File: src/rtl/tug_pkg.sv
// Shared types and constants for the tug-of-war game blocks.
package tug_pkg;

   typedef enum logic [1:0] {
      IDLE    = 2'd0,
      PRESS   = 2'd1,
      RELEASE = 2'd2
   } cpu_state_t;

   localparam int         LFSR_W_DEF      = 10;
   localparam logic [9:0] LFSR_SEED       = 10'h001;
   // x^10 + x^7 + 1, expressed as bit positions of the left-shifting register
   localparam int         LFSR_TAP_HI     = 9;
   localparam int         LFSR_TAP_LO     = 6;
   localparam int         TICK_DIV_DEF    = 1024;
   localparam int         HOLD_CYCLES_DEF = 2;

endpackage

File: src/rtl/cpu_lfsr.sv
// Fibonacci left-shift LFSR with advance strobe and all-zero lockup recovery.
module cpu_lfsr
   import tug_pkg::*;
#(
   parameter int           W    = LFSR_W_DEF,
   parameter logic [W-1:0] SEED = W'(LFSR_SEED)
) (
   input  logic         clk,
   input  logic         reset,
   input  logic         advance,
   output logic [W-1:0] value
);

   logic [W-1:0] lfsr_reg;
   logic [W-1:0] lfsr_next;

   always_comb begin
      lfsr_next = lfsr_reg;
      // The zero state would otherwise lock up forever, so it wins over advance
      if (lfsr_reg == '0)
         lfsr_next = SEED;
      else if (advance)
         lfsr_next = {lfsr_reg[W-2:0], lfsr_reg[LFSR_TAP_HI] ^ lfsr_reg[LFSR_TAP_LO]};
   end

   always_ff @(posedge clk or posedge reset) begin
      if (reset)
         lfsr_reg <= SEED;
      else
         lfsr_reg <= lfsr_next;
   end

   assign value = lfsr_reg;

endmodule

File: src/rtl/cpu_player.sv
// Computer opponent: emulates an active-low push-button at an LFSR-driven rate.
// Define CPU_SYNC_EN to pass enable/difficulty through two-flop synchronizers.
module cpu_player
   import tug_pkg::*;
#(
   parameter int TICK_DIV    = TICK_DIV_DEF,
   parameter int HOLD_CYCLES = HOLD_CYCLES_DEF,
   parameter int LFSR_W      = LFSR_W_DEF,
   parameter int DIFF_W      = LFSR_W - 1
) (
   input  logic              clk,
   input  logic              reset,
   input  logic              enable,
   input  logic [DIFF_W-1:0] difficulty,
   output logic              key_n,
   output logic [7:0]        press_count
);

   localparam int CNT_W  = (TICK_DIV > 1) ? $clog2(TICK_DIV) : 1;
   localparam int HOLD_W = $clog2(HOLD_CYCLES + 1);

   if (TICK_DIV <= 2 * HOLD_CYCLES) begin : g_bad_cfg
      $error("cpu_player: TICK_DIV must exceed 2*HOLD_CYCLES");
   end

   logic              en_use;
   logic [DIFF_W-1:0] diff_use;

`ifdef CPU_SYNC_EN
   logic [1:0]        en_sync_reg;
   logic [DIFF_W-1:0] diff_sync1_reg;
   logic [DIFF_W-1:0] diff_sync2_reg;

   always_ff @(posedge clk or posedge reset) begin
      if (reset) begin
         en_sync_reg    <= '0;
         diff_sync1_reg <= '0;
         diff_sync2_reg <= '0;
      end else begin
         en_sync_reg    <= {en_sync_reg[0], enable};
         diff_sync1_reg <= difficulty;
         diff_sync2_reg <= diff_sync1_reg;
      end
   end

   assign en_use   = en_sync_reg[1];
   assign diff_use = diff_sync2_reg;
`else
   assign en_use   = enable;
   assign diff_use = difficulty;
`endif

   logic [CNT_W-1:0] cnt_reg;
   logic             tick;

   // Gated by enable so the cycle in which enable drops cannot still fire a tick
   assign tick = en_use && (cnt_reg == CNT_W'(TICK_DIV - 1));

   always_ff @(posedge clk or posedge reset) begin
      if (reset)
         cnt_reg <= '0;
      else if (!en_use || tick)
         cnt_reg <= '0;
      else
         cnt_reg <= cnt_reg + 1'b1;
   end

   logic [LFSR_W-1:0] lfsr_value;
   logic              press_hit;

   cpu_lfsr #(
      .W    (LFSR_W),
      .SEED (LFSR_W'(LFSR_SEED))
   ) u_lfsr (
      .clk     (clk),
      .reset   (reset),
      .advance (tick),
      .value   (lfsr_value)
   );

   assign press_hit = lfsr_value < {diff_use, 1'b0};

   cpu_state_t       state_reg, state_next;
   logic [HOLD_W-1:0] hold_reg, hold_next;
   logic             key_n_reg, key_n_next;
   logic [7:0]       count_reg, count_next;

   always_ff @(posedge clk or posedge reset) begin
      if (reset) begin
         state_reg <= IDLE;
         hold_reg  <= '0;
         key_n_reg <= 1'b1;
         count_reg <= '0;
      end else begin
         state_reg <= state_next;
         hold_reg  <= hold_next;
         key_n_reg <= key_n_next;
         count_reg <= count_next;
      end
   end

   always_comb begin
      state_next = state_reg;
      hold_next  = hold_reg;
      key_n_next = key_n_reg;
      count_next = count_reg;
      if (!en_use) begin
         state_next = IDLE;
         hold_next  = '0;
         key_n_next = 1'b1;
      end else begin
         case (state_reg)
            IDLE: begin
               hold_next = '0;
               if (tick && press_hit) begin
                  state_next = PRESS;
                  key_n_next = 1'b0;
                  if (count_reg != 8'hFF)
                     count_next = count_reg + 8'd1;
               end
            end
            PRESS: begin
               if (hold_reg == HOLD_W'(HOLD_CYCLES - 1)) begin
                  state_next = RELEASE;
                  hold_next  = '0;
                  key_n_next = 1'b1;
               end else begin
                  hold_next = hold_reg + 1'b1;
               end
            end
            RELEASE: begin
               if (hold_reg == HOLD_W'(HOLD_CYCLES - 1)) begin
                  state_next = IDLE;
                  hold_next  = '0;
               end else begin
                  hold_next = hold_reg + 1'b1;
               end
            end
            default: begin
               state_next = IDLE;
               hold_next  = '0;
               key_n_next = 1'b1;
            end
         endcase
      end
   end

   assign key_n       = key_n_reg;
   assign press_count = count_reg;

endmodule

File: config.mk
export PLATFORM = sky130hd
export DESIGN_NAME = cpu_player
export DESIGN_NICKNAME = d
export VERILOG_FILES = /design/src/rtl/tug_pkg.sv /design/src/rtl/cpu_lfsr.sv /design/src/rtl/cpu_player.sv
export SDC_FILE = /design/constraint.sdc
export NUM_CORES = 1
export LEC_CHECK = 0
export ABC_AREA = 1
export BUFFER_PORTS_ARGS = -buffer_cell sky130_fd_sc_hd__buf_2
export CELL_PAD_IN_SITES_DETAIL_PLACEMENT = 2
export CELL_PAD_IN_SITES_GLOBAL_PLACEMENT = 2
export CORE_MARGIN = 8
export CORE_UTILIZATION = 36
export CTS_BUF_LIST = sky130_fd_sc_hd__clkbuf_8
export DETAILED_ROUTE_END_ITERATION = 7
export HOLD_SLACK_MARGIN = 0.06
export PLACE_DENSITY_LB_ADDON = 0.1
export SLEW_MARGIN = 20
export SYNTH_ARGS = -nofsm -noshare
export SYNTH_HDL_FRONTEND = slang
export SYNTH_SLANG_ARGS = --single-unit
File: constraint.sdc
create_clock -name clk -period 2.1 [get_ports clk]
set_input_delay 0.315 -clock clk [delete_from_list [all_inputs] [get_ports clk]]
set_output_delay 0.315 -clock clk [all_outputs]
set_load 0.1 [all_outputs]
**Word level (Yosys, flattened, before mapping)**

Index checks and enable logic that the tools add are counted.

- Bits in registers: 33
- Bits in latches: 0
- Memory bits (writable): 0
- Bits in read-only memories: 0
- Input port bits: 12
- Output and inout bits: 9
- Logic and storage cells: 46
- Memories kept: 0

- Add/subtract/negate cells: 3
- Multiply operators: 0
- Div/mod/pow operators: 0
- Magnitude comparators: 1
- Equal/unequal tests: 9
- Shift operators: 0
- Multiplexer cells: 15
- Bitwise logic cells: 1
- Reduce and logical (&&, ||, !) cells: 11

Operators by type and width:

| kind | count |
|---|---|
| 2-to-1 mux 10 bit | 3 |
| 2-to-1 mux 2 bit | 7 |
| adder 10 x 1 -> 10 bit, second input constant | 1 |
| == test 10 bit, second input constant | 1 |
| logical NOT 10 bit | 1 |
| less-than comparator 10 bit | 1 |
| != test 3 bit, second input constant | 3 |
| adder 8 x 1 -> 8 bit, second input constant | 1 |
| != test 8 bit, second input constant | 1 |
| one-hot mux 2 bit (3 select lines) | 1 |
| AND reduction 3 bit | 2 |
| == test 2 x 1 -> 1 bit, second input constant | 2 |
| AND reduction 4 bit | 1 |
| 2-to-1 mux 1 bit | 3 |
| one-hot mux 1 bit (3 select lines) | 1 |
| adder 2 x 1 -> 2 bit, second input constant | 1 |
| == test 2 bit, second input constant | 1 |
| logical AND 1 bit | 2 |
| logical NOT 2 bit | 1 |
| != test 2 bit, second input constant | 1 |
| nonzero test 2 bit | 1 |
| OR reduction 2 bit | 1 |
| logical NOT 1 bit | 1 |
| logical OR 1 bit | 1 |
| bitwise XOR 1 bit | 1 |

**Longest topological paths before layout**

- Depth after elaboration: 6
- Depth in mapped cells: 12
- Mapped depth without buffers: 12

**By module**

A second synthesis with hierarchy kept.

- Cells, all modules: 239
- Area total of the unflattened synthesis: 1951.9 µm²

By module, submodules not included:

| module | times used | cells an instance | area each (µm²) | seq. area each (µm²) |
|---|---|---|---|---|
| cpu_player | 1 | 188 | 1520.2 | 576.8 |
| cpu_lfsr | 1 | 51 | 431.7 | 251.5 |

**Least setup slack after synthesis**

OpenSTA, ideal clock, no wires.

- Path kind: register to register
- From: reg count_reg[1] (netlist: press_count[1])
- To: reg count_reg[6] (netlist: press_count[6])
- Library setup time: 0.067 ns
- Arrival time: 2.133 ns
- Data required time: 2.033 ns
- Slack: -0.101 ns
- Stages on the path, launching flop included: 8
- Buffers on the path: 0
- Clock period less this slack: 2.201 ns
- Cells stage by stage: dfrtp_1 -> ha_1 -> nand3_1 -> nor2_1 -> a31oi_2 -> nand2_4 -> nand2_1 -> nand2_1

- Cells in the longest elaborated chain, start to end: 2
- Elaborated cells between the ends (all ways): 3
- Those cells by class: add/sub: 1; eq/ne: 1; reduce/logical: 1

RTL lines:

| what | line | source |
|---|---|---|
| start: declaration | cpu_player.sv:86 | `logic [7:0] count_reg, count_next;` |
| start signal: assignment | cpu_player.sv:98 | `count_reg <= count_next;` |
| parallel branches: the longest is 2 deep, another holds adder 8 x 1 -> 8 bit | -- |  |

Several ways; the timed one is not identified.
A chain may end at the register's enable or synchronous reset.

**Worst setup path in the final report**

- From: reg u_lfsr.lfsr_reg[9] (netlist: u_lfsr.value[9])
- To: reg count_reg[6] (netlist: press_count[6])

- Cells in the longest elaborated chain, start to end: 3

RTL lines:

| what | line | source |
|---|---|---|
| start: declaration | cpu_lfsr.sv:14 | `logic [W-1:0] lfsr_reg;` |
| start signal: assignment | cpu_lfsr.sv:30 | `lfsr_reg <= lfsr_next;` |
| less-than comparator 10 bit | cpu_player.sv:81 | `assign press_hit = lfsr_value < {diff_use, 1'b0};` |
| logical AND 1 bit | cpu_player.sv:115 | `if (tick && press_hit) begin` |
| AND reduction 4 bit (no source line) | -- |  |

No other way between the ends.

==> results.sh <==
export IMPL_synth_cell_type_count=28
export IMPL_period_needed_ns=1.72
export IMPL_final_min_period_over_clock_period_pct=82.0
export IMPL_drtAntennaViolNets=0
export IMPL_filler_cell_count=643
export IMPL_transition_time_at_the_pin_with_the_least_slew_margin_ns=0.504
export IMPL_cts_sinks=33
export IMPL_final_cells=335
export IMPL_place_detailed_hpwl_um=3640
export IMPL_first_global_vias=1873
export IMPL_ys_top_cells_by_count="nand2_1 (72), inv_1 (34), dfrtp_1 (31)"
export IMPL_max_cap_violations=0
export IMPL_dieHeight_um=89.0
export IMPL_vdd_ir_drop_worst_uv=620
export IMPL_critical_path_max_fanout=9
export IMPL_area_growth_pct=13.9
export IMPL_synth_area_per_cell_um2=8.06
export IMPL_seq_power_share_pct=45.7
export IMPL_post_synth_instance_area_mm2=0.00192
export IMPL_grt_max_degree=34
export IMPL_die_w_um=89.0
export IMPL_finalWorstSetupSlack_ns=0.379
export IMPL_final_net_count=291
export IMPL_placement_setup_worst_slack_ns=0.308
export IMPL_antennaDiodeCount=0
export IMPL_grt_pass1_wl_um=8250
export IMPL_postCtsSetupBuffers=0
export IMPL_synth_flop_cell="dfrtp_1"
export IMPL_worst_setup_path_type="reg -> reg"
export IMPL_timing_max_slew_rel_slack_pct=66.3
export IMPL_drcViolationCount=0
export IMPL_grt_antenna_before_repair=0
export IMPL_setup_tns_ns=0
export IMPL_netlist_top_cells_area="dfrtp_1 (40%), nand2_1 (14%), ha_1 (9.1%)"
export IMPL_share_comb_of_total_power_pct=27.2
export IMPL_netlist_area_leader_share_pct=40.4
export IMPL_cts_root_buffer_cell="clkbuf_8"
export IMPL_via_per_inst=4.82
export IMPL_place_detailed_instances=328
export IMPL_cellLeakagePower_nw=1.22
export IMPL_totalWireLength_um=4560
export IMPL_finalClockSkew_ns=0.0112
export IMPL_switching_power_mw=0.585
export IMPL_routabilityCongestion=0.720
export IMPL_routed_wire_length_per_instance_um=13.6
export IMPL_hold_buffers=0
export IMPL_hold_path_class="in -> async"
export IMPL_power_switching_fraction_pct=35.7
export IMPL_critical_path_arrival_ns=1.90
export IMPL_cp_data_required_time_ns=2.28
export IMPL_cts_buffers=5
export IMPL_boundary_pin_count=21
export IMPL_globalRouteOverflowTotal=0
export IMPL_path_clk_slew_ns=0.07
export IMPL_track_usage_pct=13.4
export IMPL_slew_viol_final=0
export IMPL_synth_seq_area_share_pct=43.2
export IMPL_pwr_density_cell_mw_per_mm2=750
export IMPL_post_synth_top_area_cell="dfrtp_1"
export IMPL_grt_setup_unrepaired="no"
export IMPL_yosys_warnings=0
export IMPL_timing_critical_path_to_type="register"
export IMPL_synthCells=238
export IMPL_max_clock_freq_ghz=0.581
export IMPL_finalSetupViolCount=0
export IMPL_num_vias=1616
export IMPL_cts_resized_gates=0
export IMPL_clkLatencyLatePin_ns=0.29
export IMPL_finalHoldViolCount=0
export IMPL_drtPass1Iterations=2
export IMPL_total_power_mw=1.64
export IMPL_run_status="finished, final reports clean"
export IMPL_drive_above_1_share_pct=17.0
export IMPL_max_clock_path_buffers=2
export IMPL_pwr_share_clk_pct=27.1
export IMPL_mappedNetlistNets=264
export IMPL_drt_initial_drc_count=19
export IMPL_number_of_port_buffers=20
export IMPL_async_flop_share_pct=100
export IMPL_post_synth_top_count_cell="nand2_1"
export IMPL_core_area_mm2=0.00514
export IMPL_worst_r2r_setup_slack_ns=0.38
export IMPL_synth_seq_cells=33
export IMPL_critical_path_startpoint_type="register"
export IMPL_power_internal_mw=1.05
export IMPL_ctsHtreeMaxLevel=2
export IMPL_start_util_pct=37.3
export IMPL_number_of_enable_type_register_cells_in_the_synthesized_netlist=0
export IMPL_fp_dieArea_mm2=0.00792
export IMPL_cts_tree="built"
export IMPL_core_rowCount=26
## area by class of cell
| type | instances | area [um^2] | share of cell area [%] |
|---|---|---|---|
| multi-input combinational | 167 | 930 | 42.5 |
| sequential | 33 | 831 | 38.0 |
| inverter | 36 | 145 | 6.64 |
| timing repair buffer | 22 | 115 | 5.27 |
| tap | 70 | 87.6 | 4.01 |
| clock buffer | 5 | 68.8 | 3.15 |
| clock inverter | 2 | 8.76 | 0.401 |
## per-stage QoR
step	utilization, %	hold slack (ns)	area [um^2]
3_5_place_dp	41.0	0.450	2110
6_report	42.5	0.124	2190
3_3_place_gp	41.0	0.433	2110
2_1_floorplan	-	0.432	1920
5_1_grt	42.5	0.162	2190
4_1_cts	42.5	0.135	2190
## worst max-delay path, cell delays in order (launching register included)
cell and delay, ns:
dfrtp_1 0.42, ha_1 0.30, nand2_1 0.09, inv_1 0.04
a21oi_1 0.13, nand2_1 0.07, inv_1 0.07, nand3_2 0.13
clkinv_4 0.12, nand2_4 0.09, nand2_1 0.10, nand2_1 0.05
## per-layer routing
layer | global-route usage [%] | up-vias | share of wire (%)
met1 | 14.9 | 794 | 44
met3 | 3.58 | 8 | 2.8
met4 | 4.08 | 0 | 1.7
met5 | 0 | - | 0
met2 | 24.1 | 16 | 52
li1 | - | 798 | -
## power groups by stage
stage	clock [mW]	sequential [mW]	combinational, mW
6_report	0.444	0.750	0.445
3_3_place_gp	0	0.761	0.440
4_1_cts	0.465	0.753	0.460
3_5_place_dp	0	0.765	0.456
2_1_floorplan	0	0.826	0.281
5_1_grt	0.492	0.760	0.522
## layout by cell type, fill, tap and decap left out, drive strengths merged
cell | Yosys | routed
nand2 | 77 | 77
inv | 35 | 36
dfrtp | 31 | 31
nor2 | 23 | 23
buf | 1 | 22
nand3 | 20 | 20
ha | 14 | 14
o21ai | 8 | 8
xor2 | 5 | 5
clkbuf | 1 | 5
a21oi | 4 | 4
xnor2 | 3 | 3
nor4 | 3 | 3
nor3 | 2 | 2
nand4 | 2 | 2
nor3b | 2 | 2
dfstp | 2 | 2
nand3b | 2 | 2
clkinv | 1 | 2
a31oi | 1 | 1
o211ai | 1 | 1
## logic make-up after synthesis
| logic type | synth area share (%) |
|---|---|
| flops | 43.2 |
| xor+xnor | 3.65 |
| compound gates | 4.17 |
| simple gates | 31.5 |
| fa+ha+maj | 9.13 |
| buf+inv | 8.41 |
## path summary, 6_finish.rpt
kind,from,to,cells after the start
worst min-delay path,reset,press_count[5],3
min in group clk,enable,cnt_reg[4],3
max in group asynchronous,reset,u_lfsr.value[0],3
worst max register to register,u_lfsr.value[9],press_count[6],11
worst min register to register,key_n,key_n,2
worst max-delay path,u_lfsr.value[9],press_count[6],11
(Power assumes the default switching activity.)
